===== src/rtl/vector_regfile_sb.sv =====
// vector_regfile_sb
//   Vector register file with an integrated write scoreboard. It holds NREGS
//   registers, each LANES x ELEM_W bits wide. Decode/issue reads operands and
//   marks destinations pending. Writeback performs lane-masked writes and
//   clears the pending flag on the last beat.
//
// Ports
//   clk, rst          rising-edge clock, synchronous active-high reset
//   rs1..rs3          read addresses (out-of-range reads return 0, not busy)
//   rd1..rd3          read data, lane i at [i*ELEM_W +: ELEM_W]
//   rs_busy           pending flag per read port (bit k-1 for rsk)
//   wr_en, wr_addr    write strobe and destination register
//   wr_data, wr_mask  write data and per-lane write enable
//   wr_last           last beat: clears pending flag of wr_addr
//   iss_en, iss_addr  mark iss_addr pending
//   iss_busy          pending flag of iss_addr (WAW check)
//   flush             clear every pending flag
//   pend              registered pending vector
module vector_regfile_sb #(
  parameter int LANES  = 8,
  parameter int ELEM_W = 24,
  parameter int NREGS  = 8,
  parameter int ADDR_W = 4,
  parameter int BYPASS = 1
) (
  input  logic                      clk,
  input  logic                      rst,
  input  logic [ADDR_W-1:0]         rs1,
  input  logic [ADDR_W-1:0]         rs2,
  input  logic [ADDR_W-1:0]         rs3,
  output logic [LANES*ELEM_W-1:0]   rd1,
  output logic [LANES*ELEM_W-1:0]   rd2,
  output logic [LANES*ELEM_W-1:0]   rd3,
  output logic [2:0]                rs_busy,
  input  logic                      wr_en,
  input  logic [ADDR_W-1:0]         wr_addr,
  input  logic [LANES*ELEM_W-1:0]   wr_data,
  input  logic [LANES-1:0]          wr_mask,
  input  logic                      wr_last,
  input  logic                      iss_en,
  input  logic [ADDR_W-1:0]         iss_addr,
  output logic                      iss_busy,
  input  logic                      flush,
  output logic [NREGS-1:0]          pend
);

  localparam int N     = LANES * ELEM_W;
  localparam int IDX_W = (NREGS > 1) ? $clog2(NREGS) : 1;

  logic [N-1:0]      regs [NREGS];
  logic [NREGS-1:0]  pend_q;
  logic [NREGS-1:0]  pend_nxt;
  logic [ADDR_W-1:0] rs_a [3];
  logic [N-1:0]      rd_a [3];
  logic              wr_ok;

  function automatic logic in_range(input logic [ADDR_W-1:0] a);
    return (32'(a) < NREGS);
  endfunction

  assign rs_a[0] = rs1;
  assign rs_a[1] = rs2;
  assign rs_a[2] = rs3;
  assign rd1     = rd_a[0];
  assign rd2     = rd_a[1];
  assign rd3     = rd_a[2];
  assign pend    = pend_q;
  assign wr_ok   = wr_en && in_range(wr_addr);

  // Read ports: each port reads the stored value. When bypass is enabled, a
  // same-cycle write to the same register overrides the lanes it enables.
  // The busy flags come only from the registered pend vector, so a clear in
  // the current cycle does not release the stall until the next cycle.
  always_comb begin
    for (int k = 0; k < 3; k++) begin
      rd_a[k]    = '0;
      rs_busy[k] = 1'b0;
      if (in_range(rs_a[k])) begin
        rd_a[k]    = regs[rs_a[k][IDX_W-1:0]];
        rs_busy[k] = pend_q[rs_a[k][IDX_W-1:0]];
        if ((BYPASS != 0) && wr_ok && (wr_addr == rs_a[k])) begin
          for (int i = 0; i < LANES; i++) begin
            if (wr_mask[i]) rd_a[k][i*ELEM_W +: ELEM_W] = wr_data[i*ELEM_W +: ELEM_W];
          end
        end
      end
    end
  end

  // WAW check for the instruction being issued; out-of-range never stalls.
  always_comb begin
    iss_busy = 1'b0;
    if (in_range(iss_addr)) iss_busy = pend_q[iss_addr[IDX_W-1:0]];
  end

  // Register storage: only the lanes enabled by wr_mask are updated, and an
  // out-of-range address leaves every register untouched.
  always_ff @(posedge clk) begin
    if (rst) begin
      for (int r = 0; r < NREGS; r++) regs[r] <= '0;
    end else if (wr_ok) begin
      for (int i = 0; i < LANES; i++) begin
        if (wr_mask[i]) regs[wr_addr[IDX_W-1:0]][i*ELEM_W +: ELEM_W] <= wr_data[i*ELEM_W +: ELEM_W];
      end
    end
  end

  // Scoreboard next state. Flush beats everything. An issue to a register
  // beats a last-beat clear of that same register, because the new producer
  // is still outstanding. The address is compared at full width against the
  // loop index, so out-of-range addresses never match any register.
  always_comb begin
    pend_nxt = pend_q;
    if (flush) begin
      pend_nxt = '0;
    end else begin
      for (int r = 0; r < NREGS; r++) begin
        if (iss_en && (32'(iss_addr) == r))
          pend_nxt[r] = 1'b1;
        else if (wr_en && wr_last && (32'(wr_addr) == r))
          pend_nxt[r] = 1'b0;
      end
    end
  end

  // Scoreboard state register.
  always_ff @(posedge clk) begin
    if (rst) pend_q <= '0;
    else     pend_q <= pend_nxt;
  end

endmodule

===== config.mk =====
export PLATFORM = sky130hd
export DESIGN_NAME = vector_regfile_sb
export DESIGN_NICKNAME = d
export VERILOG_FILES = /design/src/rtl/vector_regfile_sb.sv
export SDC_FILE = /design/constraint.sdc
export NUM_CORES = 2
export LEC_CHECK = 0
export CAP_MARGIN = 25
export CORE_MARGIN = 4
export CORE_UTILIZATION = 33
export DETAILED_ROUTE_END_ITERATION = 10
export PLACE_DENSITY = 0.54
export SETUP_SLACK_MARGIN = 0.4
export SYNTH_ARGS = -nofsm -noshare
export SYNTH_HDL_FRONTEND = slang
export SYNTH_SLANG_ARGS = --single-unit

===== constraint.sdc =====
create_clock -name clk -period 3.75 [get_ports clk]
set_clock_uncertainty 0.2 [all_clocks]
set_input_delay 0.75 -clock clk [delete_from_list [all_inputs] [get_ports clk]]
set_output_delay 0.75 -clock clk [all_outputs]
set_load 0.05 [all_outputs]

==> run metrics <==
vias per inst 5.84; top cells by area, synth edfxtp_1 (47%), mux4_2 (24%), and2_1 (9.8%), mux2i_1 (6.4%), clkbuf_1 (2.3%); CTS root buf clkbuf_16; Post-Synth Simple-Gate Area about 14%; crit path time final 3.83 ns; worst-path fanout max 21; CP Data Arrival Time 2.88 ns; CTS Buf Count around 180; Area Overhead vs Synth 41.9%; Post-synth EDFFs 1,536; initial antenna violation count 27; count of different cell masters after synthesis 39; Die Wd 554 um; first-pass GRT wire length 574,000 um; final wirelength 414,000 um; RSZ-0062 raised after global routing true; ys flop type edfxtp_1; drt first pass iters 6; Ports a little over 800; Compound-Gate Fraction of Synth Area 4.01%; gr ovfl total 0; Final ANT Viol Nets 0; CTS Sinks 1,544; # port buffers a little over 800; Hold Vio Cnt, Final 0; Worst VDD drop 0.402 mV; final design utilization 47.0%; CP most frequent cell buf_12; setup tns final -2.96 ns; failing checks setup timing; Max Slew Vio Count 0; vias in the first global route between 70,000 and 80,000; fraction of layout cells with a size suffix above 1 46.2%; sequential cell area fraction in the yosys report 47.1%; area leader, netlist edfxtp_1; hold slack final 0.364 ns; Ys Warns 0; worst min path class input port to flop; worst setup margin -0.0797 ns; mapped cell area 98,300 um^2; DRC errors left 0; top cell type's share of synthesized area 46.9%; clk_lat worst skew 0.82 ns; Finished Layout Cells 12,600; main combinational cell family by area after synthesis multiplexers; number of synthesized register bits 1,544; max_cap viols 0; CTS tree yes; wire length per cell 32.7 um; post-synthesis mux area share 31.4%; Vias 73,700; Initial Util 33.1%; Worst R2R Start pend[3]; Worst Setup End Kind primary output; Slew @ Worst Pin between 1 and 1.5 ns; Site Rows 200; fillers 25,600; outcome complete, but fails checks; overall routing resource usage between 20 and 30%; CP max stage delay around 0.53 ns; Commonest cells post-synth and2_1 (1,536), edfxtp_1 (1,536), mux4_2 (1,064), mux2i_1 (632), clkbuf_1 (590); LEAKAGE between 50 and 60 nW; Core ar. 297,000 um^2; final setup fails just over 100; pwr dens 378 nW/um^2; nets 8,749; Worst-path clk slew roughly 0.050 ns; CTS Buffer Depth 3; Synth Area in Adders 0%; critical path data required time 2.80 ns; Cell Chain, Critical Path buf_12 > bufbuf_16 > or4bb_4 > nor4_4 > buf_12 > buf_12 > buf_16 > a22o_1 > buf_12; H-tree depth 4; final cycle utilization of the critical path 102%; Synth Area in XOR/XNOR 0.0878%; largest net degree at the start of global routing 66; die height 554 um; Syn Inst Count between 7,000 and 8,000; Slowest cell on crit path or4bb_4; fmax 261 MHz; DIE AREA 307,000 um^2; syn nets 7,445; 1st-iter DRT viols around 8,500; syn avg cell area 13.6 um^2; CP startpoint kind input port; CP Launch Point wr_addr[3]; asr flop ratio synth 0%; Post-DP HPWL ~270,000 um; Slew HR approximately 33%; GPL Wtd Cong 0.868; Hold Crit Start wr_addr[1]; Tot Pwr 52.7 mW; Placed Cells 12,100; crit path kind input port to primary output
layout make-up:
| type | instances | area, um^2 | share of cell area [%] |
|---|---|---|---|
| Antenna cell | 21 | 52.6 | 0.0377 |
| Clock buffer | 204 | 4550 | 3.26 |
| Clock inverter | 126 | 1310 | 0.936 |
| Multi-Input combinational cell | 4857 | 54900 | 39.3 |
| Sequential cell | 1544 | 46300 | 33.2 |
| Tap cell | 3939 | 4930 | 3.53 |
| Timing Repair Buffer | 1944 | 27500 | 19.7 |
repair_timing:
action / 4_1_cts / 5_1_grt
buffers inserted: 75 / 46
pin swaps: 80 / 109
hold buffers: 0 / 0
gates cloned: 40 / 23
gates resized for setup: 646 / 506
endpoints found under the setup margin: 579 / 579
per-layer routing:
metal | global-route usage [%] | wire, um
met5 | 0 | 27
met3 | 4.81 | 34800
met1 | 33.5 | 161000
met2 | 42.7 | 199000
met4 | 10.9 | 18900
flip-flops by register name (all words and copies together), names as in the netlist:
signal,cells
regs,1536
pend,8
worst paths after layout:
path              cells after the start  slack, ns  endpoint
hold reg to reg                       2       0.42   pend[4]
hold / removal                        5       0.36   pend[0]
setup reg to reg                      2       2.62   pend[3]
setup / recovery                      9      -0.08   rd1[80]
report_power, final:
group | internal, mW | switching (mW) | leakage [nW] | total, mW
Clock | 10.1 | 7.60 | 2.84 | 17.7
Combinational | 6.68 | 7.62 | 32.8 | 14.3
Sequential | 19.9 | 0.721 | 14.7 | 20.6
Total | 36.7 | 15.9 | 50.3 | 52.7
kinds of logic after synthesis:
family                    count (synthesis)
and+or+nand+nor                        2418
muxes                                  1749
DFF                                    1544
buffers and inverters                   818
AOI/OAI and AO/OA                       681
xor gates and xnor gates                  9
critical path, delay by kind of cell:
kind,cells,cell delay (ns)
compound gates,1,0.23
simple gates,2,0.81
buf+inv,6,1.04
cell usage in the layout (no fill, tap or decap), types with 32 or more instances in the layout:
master / netlist / final
buf_6: 0 / 130
o22ai_1: 96 / 95
mux4_2: 1064 / 1064
mux2i_2: 0 / 38
nor2_2: 0 / 64
a211oi_2: 0 / 46
nand2_1: 443 / 337
clkdlybuf4s50_1: 0 / 207
clkinv_1: 0 / 43
o21ai_4: 0 / 231
o21ai_2: 0 / 91
o21ai_1: 55 / 82
mux2_2: 53 / 51
or2_2: 84 / 78
buf_16: 0 / 50
nand2_2: 0 / 48
and2_1: 1536 / 1536
buf_4: 8 / 687
clkinv_2: 0 / 34
a211oi_1: 96 / 32
nor3_4: 0 / 50
nor2b_1: 101 / 60
mux2i_1: 632 / 583
edfxtp_1: 1536 / 1536
nand2_4: 0 / 58
buf_12: 0 / 793
clkbuf_16: 0 / 204
per-stage QoR:
stage / worst slack [ns] / area [um^2]
after floorplan: -0.292 / 101000
after global placement: -1.04 / 126000
after detailed placement: -1.02 / 126000
after CTS: -0.133 / 136000
after global routing: -0.132 / 140000
final: -0.0797 / 140000
Note: power is estimated with default switching activity, not from simulation.
